--- src/rtl/note_event_tracker.sv ---
// Tracks debounced note runs from a per-frame note stream and queues
// (note, duration) events in a circular FIFO for a downstream consumer.
module note_event_tracker #(
    parameter int NOTE_W     = 8,
    parameter int DUR_W      = 8,
    parameter int DEPTH      = 16,
    parameter int MIN_FRAMES = 3,
    parameter int REST_CODE  = 0,
    parameter int KEEP_RESTS = 0
) (
    input  logic                     clk,
    input  logic                     reset_n,
    input  logic                     start,
    input  logic                     stop,
    input  logic                     frame_valid,
    input  logic [NOTE_W-1:0]        frame_note,
    output logic                     out_valid,
    input  logic                     out_ready,
    output logic [NOTE_W-1:0]        out_note,
    output logic [DUR_W-1:0]         out_dur,
    output logic [$clog2(DEPTH):0]   count,
    output logic                     full,
    output logic                     overflow,
    output logic                     busy,
    output logic                     done
);
    localparam int AW  = $clog2(DEPTH);
    localparam int CW  = AW + 1;
    localparam int CCW = (MIN_FRAMES < 2) ? 1 : $clog2(MIN_FRAMES + 1);
    localparam logic [DUR_W-1:0]  DUR_MAX = '1;
    localparam logic [DUR_W-1:0]  MIN_DUR = DUR_W'(MIN_FRAMES);
    localparam logic [CCW-1:0]    MIN_CNT = CCW'(MIN_FRAMES);
    localparam logic [NOTE_W-1:0] REST    = NOTE_W'(REST_CODE);

    typedef enum logic [1:0] {IDLE, TRACK, FLUSH} state_t;

    state_t              state, n_state;
    logic [NOTE_W-1:0]   cur_note, n_cur_note, cand, n_cand;
    logic [DUR_W-1:0]    cur_dur, n_cur_dur;
    logic                has_cur, n_has;
    logic [CCW-1:0]      cand_cnt, n_cnt, cnt_inc;
    logic                commit, push, pop;
    logic [AW-1:0]       wr_ptr, rd_ptr;
    logic [NOTE_W-1:0]   mem_note [DEPTH];
    logic [DUR_W-1:0]    mem_dur  [DEPTH];

    // Run/candidate next-state; the committed event is always the open run.
    always_comb begin
        n_state    = state;
        n_cur_note = cur_note;
        n_cur_dur  = cur_dur;
        n_has      = has_cur;
        n_cand     = cand;
        n_cnt      = cand_cnt;
        cnt_inc    = '0;
        commit     = 1'b0;
        case (state)
            IDLE: if (start) begin
                n_state   = TRACK;
                n_has     = 1'b0;
                n_cnt     = '0;
                n_cur_dur = '0;
            end
            TRACK: if (stop) begin
                n_state = FLUSH;
                commit  = has_cur;
                n_has   = 1'b0;
                n_cnt   = '0;
            end else if (frame_valid) begin
                if (has_cur && frame_note == cur_note) begin
                    n_cnt = '0;
                    if (cur_dur == DUR_MAX) begin
                        commit    = 1'b1;
                        n_cur_dur = DUR_W'(1);
                    end else begin
                        n_cur_dur = cur_dur + 1'b1;
                    end
                end else begin
                    cnt_inc = (frame_note == cand) ? cand_cnt + 1'b1 : CCW'(1);
                    n_cand  = frame_note;
                    if (cnt_inc == MIN_CNT) begin
                        commit     = has_cur;
                        n_cur_note = frame_note;
                        n_cur_dur  = MIN_DUR;
                        n_has      = 1'b1;
                        n_cnt      = '0;
                    end else begin
                        n_cnt = cnt_inc;
                    end
                end
            end
            default: n_state = IDLE;
        endcase
        if (KEEP_RESTS == 0 && cur_note == REST)
            commit = 1'b0;
    end

    assign out_valid = (count != '0);
    assign full      = (count == CW'(DEPTH));
    assign busy      = (state != IDLE);
    assign push      = commit && !full;
    assign pop       = out_valid && out_ready;
    assign out_note  = out_valid ? mem_note[rd_ptr] : '0;
    assign out_dur   = out_valid ? mem_dur[rd_ptr]  : '0;

    always_ff @(posedge clk or negedge reset_n) begin
        if (!reset_n) begin
            state    <= IDLE;
            cur_note <= '0;
            cur_dur  <= '0;
            has_cur  <= 1'b0;
            cand     <= '0;
            cand_cnt <= '0;
            overflow <= 1'b0;
            done     <= 1'b0;
            wr_ptr   <= '0;
            rd_ptr   <= '0;
            count    <= '0;
        end else begin
            state    <= n_state;
            cur_note <= n_cur_note;
            cur_dur  <= n_cur_dur;
            has_cur  <= n_has;
            cand     <= n_cand;
            cand_cnt <= n_cnt;
            done     <= (state == TRACK) && stop;
            if (state == IDLE && start)
                overflow <= 1'b0;
            else if (commit && full)
                overflow <= 1'b1;
            if (push) wr_ptr <= wr_ptr + 1'b1;
            if (pop)  rd_ptr <= rd_ptr + 1'b1;
            case ({push, pop})
                2'b10:   count <= count + 1'b1;
                2'b01:   count <= count - 1'b1;
                default: count <= count;
            endcase
        end
    end

    // Storage carries no reset; emptiness is tracked by count alone.
    always_ff @(posedge clk) begin
        if (push) begin
            mem_note[wr_ptr] <= cur_note;
            mem_dur[wr_ptr]  <= cur_dur;
        end
    end
endmodule

--- config.mk ---
export PLATFORM = sky130hd
export DESIGN_NAME = note_event_tracker
export DESIGN_NICKNAME = d
export VERILOG_FILES = /design/src/rtl/note_event_tracker.sv
export SDC_FILE = /design/constraint.sdc
export NUM_CORES = 1
export LEC_CHECK = 0
export ABC_AREA = 1
export CORE_MARGIN = 2
export CORE_UTILIZATION = 35
export DETAILED_ROUTE_END_ITERATION = 12
export HOLD_SLACK_MARGIN = 0.06
export PLACE_DENSITY = 0.47
export SYNTH_ARGS = -nofsm -noshare
export SYNTH_HDL_FRONTEND = slang
export SYNTH_SLANG_ARGS = --single-unit
--- constraint.sdc ---
create_clock -name clk -period 7.85 [get_ports clk]
set_clock_uncertainty 0.2 [all_clocks]
set_input_delay 1.57 -clock clk [delete_from_list [all_inputs] [get_ports clk]]
set_output_delay 1.57 -clock clk [all_outputs]
set_load 0.01 [all_outputs]
==> impl_metrics.env <==
export IMPL_yosys_area_top_type="edfxtp_1"
export IMPL_grt_pass1_vias=8107
export IMPL_drcViolationCount=0
export IMPL_p_per_area_nw_per_um2=345.9
export IMPL_routed_wl_um=33710
export IMPL_synth_top_area_share_pct=61.54
export IMPL_antenna_found_initial=1
export IMPL_fillCellCount=3364
export IMPL_total_power_mw=5.016
export IMPL_grt_pass1_wl_um=50560
export IMPL_post_route_min_period_ns=5.459
export IMPL_clk_latency_ns=0.51
export IMPL_ir_drop_v=0.0001812
export IMPL_startpoint_type="register"
export IMPL_initialDrtViolationCount=762
export IMPL_multi_input_area_um2=3332
export IMPL_postCtsSetupRepairBufs=0
export IMPL_fin_area_um2=14500
export IMPL_ios=40
export IMPL_fp_dieW_um=192.9
export IMPL_rsz0062_at_grt="false"
export IMPL_dpl_cell_area_um2=13420
export IMPL_worst_slack_ns=2.391
export IMPL_antenna_cells=0
export IMPL_drive_gt1_share_pct=9.663
export IMPL_num_nets_final=1096
export IMPL_grt_usage_pct=18.49
export IMPL_syn_area_um2=12490
export IMPL_max_freq_ghz=0.1832
export IMPL_syn_nets=1057
export IMPL_drv_cap=0
export IMPL_tritoncts="built"
export IMPL_gp_congestion=0.7678
export IMPL_dr_total_vias=8178
export IMPL_syn_avg_cell_area_um2=12.09
export IMPL_gr_total_overflow=0
export IMPL_syn_inst=1033
export IMPL_final_util_pct=40.97
export IMPL_post_cts_resized=0
export IMPL_dp_hpwl_um=18360
export IMPL_synth_cell_types=38
export IMPL_dieArea_um2=37210
export IMPL_numCtsBuffers=35
export IMPL_dp_slack_ns=2.413
export IMPL_cp_arrival_ns=3.69
export IMPL_setup_viol=0
export IMPL_end_kind="primary output"
export IMPL_area_growth_pct=16.11
export IMPL_period_share_pct=69.55
export IMPL_rows=69
export IMPL_ys_ff_latch=300
export IMPL_firstDrtPassIters=7
export IMPL_cp_max_fo=96
export IMPL_cts_path_max_buffers=3
export IMPL_ctsRootBufferMaster="clkbuf_16"
export IMPL_tightest_slew_ns=1.023
export IMPL_synth_area_leaders="edfxtp_1 (62%), dfrtp_1 (8.8%), o21ai_0 (6.6%), nor2_1 (5.4%), o221ai_1 (3.2%)"
export IMPL_required_ns=6.08
export IMPL_critPathKind="reg2out"
export IMPL_clk_pin_slew_worst_paths_ns=0.06
export IMPL_hold_class="reg2reg"
export IMPL_cts_sinks=300
export IMPL_max_slew_margin_pct=31.82
export IMPL_drv_slew=0
export IMPL_seq_area_um2=8793
export IMPL_htreeDepth=2
export IMPL_outcome="completed"
export IMPL_synth_warnings=0
export IMPL_die_h_um=192.9
export IMPL_hold_violations=0
export IMPL_grt_max_degree=97
export IMPL_power_leakage_nw=5.159
export IMPL_wl_per_cell_um=21.63
export IMPL_antenna_left=0
export IMPL_io_buffers=39
export IMPL_fin_setup_tns_ns=0
export IMPL_coreArea_um2=35400
export IMPL_start_util_pct=35.29
export IMPL_cts_hold_buffers=0
export IMPL_viasPerCell=5.249
export IMPL_ys_seq_area_share_pct=70.36
-- power breakdown --
group / internal [mW] / total (mW) / switching (mW) / leakage, nW
sequential: 1.79 / 1.91 / 0.116 / 3.14
combinational: 0.575 / 1.56 / 0.988 / 1.49
clock: 0.926 / 1.54 / 0.618 / 0.533
total: 3.29 / 5.02 / 1.72 / 5.16
-- kinds of logic after synthesis --
group	share of synthesized area [%]
xor gates and xnor gates	1.543
adders and majority gates	1.002
DFF	70.36
AOI/OAI and AO/OA	12.30
and+or+nand+nor	11.48
muxes	0.09015
buffers and inverters	3.226
-- per-layer routing --
metal / routed length (um) / GRT usage (%)
met5: 0 / 0
met4: 686 / 5.012
met2: 15410 / 29.61
met3: 1567 / 2.473
met1: 16040 / 26.52
-- cells in the mapped netlist --
master and number:
nor2_4 5, edfxtp_1 256, buf_1 3, o31ai_1 1, nor2_2 9, o22ai_1 19
inv_1 41, o21a_1 1, ha_1 10, inv_4 1, nand2_4 2, dfrtp_1 44
nand4_1 9, nand2_2 5, o41ai_1 1, nor2_1 179, o21ai_0 164, o211ai_1 1
buf_2 5, mux2_2 1, o21ai_1 3, a31oi_1 2, o221ai_1 46, a21oi_1 24
nor4_1 3, a22oi_1 1, buf_6 1, nor3_1 1, xor2_1 11, nor3b_1 1
inv_2 2, clkbuf_1 49, nand3_4 1, nand2_1 80, clkinv_1 1, nand3_1 38
o21bai_1 1, xnor2_1 11
-- cell usage in the layout, fill, tap and decap left out, types with 5 or more instances in the layout --
master	netlist	routed
a21oi_1	24	24
buf_4	0	21
clkbuf_1	49	10
clkbuf_16	0	37
clkdlybuf4s50_1	0	38
clkinv_1	1	7
clkinv_2	0	7
dfrtp_1	44	42
edfxtp_1	256	256
ha_1	10	10
inv_1	41	38
nand2_1	80	80
nand2_2	5	5
nand3_1	38	38
nand4_1	9	9
nor2_1	179	172
nor2_2	9	13
nor2_4	5	8
o21ai_0	164	164
o221ai_1	46	46
o22ai_1	19	19
xnor2_1	11	11
xor2_1	11	11
-- per-stage QoR --
stage | cells | hold WS [ns]
after global routing | 1558 | 0.3243
final | 1558 | 0.3107
after global placement | 1496 | 0.2935
after detailed placement | 1496 | 0.2991
after floorplan | 1033 | 0.2625
after CTS | 1558 | 0.3105
-- sequential cells by signal (all words and copies together), names as in the netlist, 2 cells and up --
| name | flops |
|---|---|
| state | 2 |
| cand | 8 |
| cur_note | 8 |
| mem_note | 128 |
| mem_dur | 128 |
| count | 5 |
| cand_cnt | 2 |
| rd_ptr | 4 |
| cur_dur | 8 |
| wr_ptr | 4 |
-- area by class of cell --
cell class,count,area share [%]
flip-flops and latches,300,60.63
multi-input cells,630,22.97
clock buffers,47,6.643
well taps,461,3.977
repair buffers,60,3.744
inverters,45,1.191
clock inverters,15,0.8369
-- critical path, cell delays in order (launching register included) --
cell	delay, ns
dfrtp_4	0.69
buf_4	0.87
o21ai_0	0.21
o221ai_1	0.27
nand3_1	0.14
a21oi_1	0.32
clkdlybuf4s50_1	0.63
-- final timing paths --
path / from / end / slack, ns / cells past startpoint
hold reg to reg: cand[6]$_DFFE_PN0P_ / cand[6]$_DFFE_PN0P_ / 0.31 / 2
setup / recovery: rd_ptr[0]$_DFFE_PN0P_ / out_dur[4] / 2.39 / 6
max in group asynchronous: reset_n / rd_ptr[0]$_DFFE_PN0P_ / 6.01 / 2
hold / removal: cand[6]$_DFFE_PN0P_ / cand[6]$_DFFE_PN0P_ / 0.31 / 2
setup reg to reg: cur_note[1]$_DFFE_PN0P_ / count[4]$_DFFE_PN0P_ / 3.60 / 19
min in group asynchronous: reset_n / cand[5]$_DFFE_PN0P_ / 0.93 / 2
Note: power is estimated with default switching activity, not from simulation.
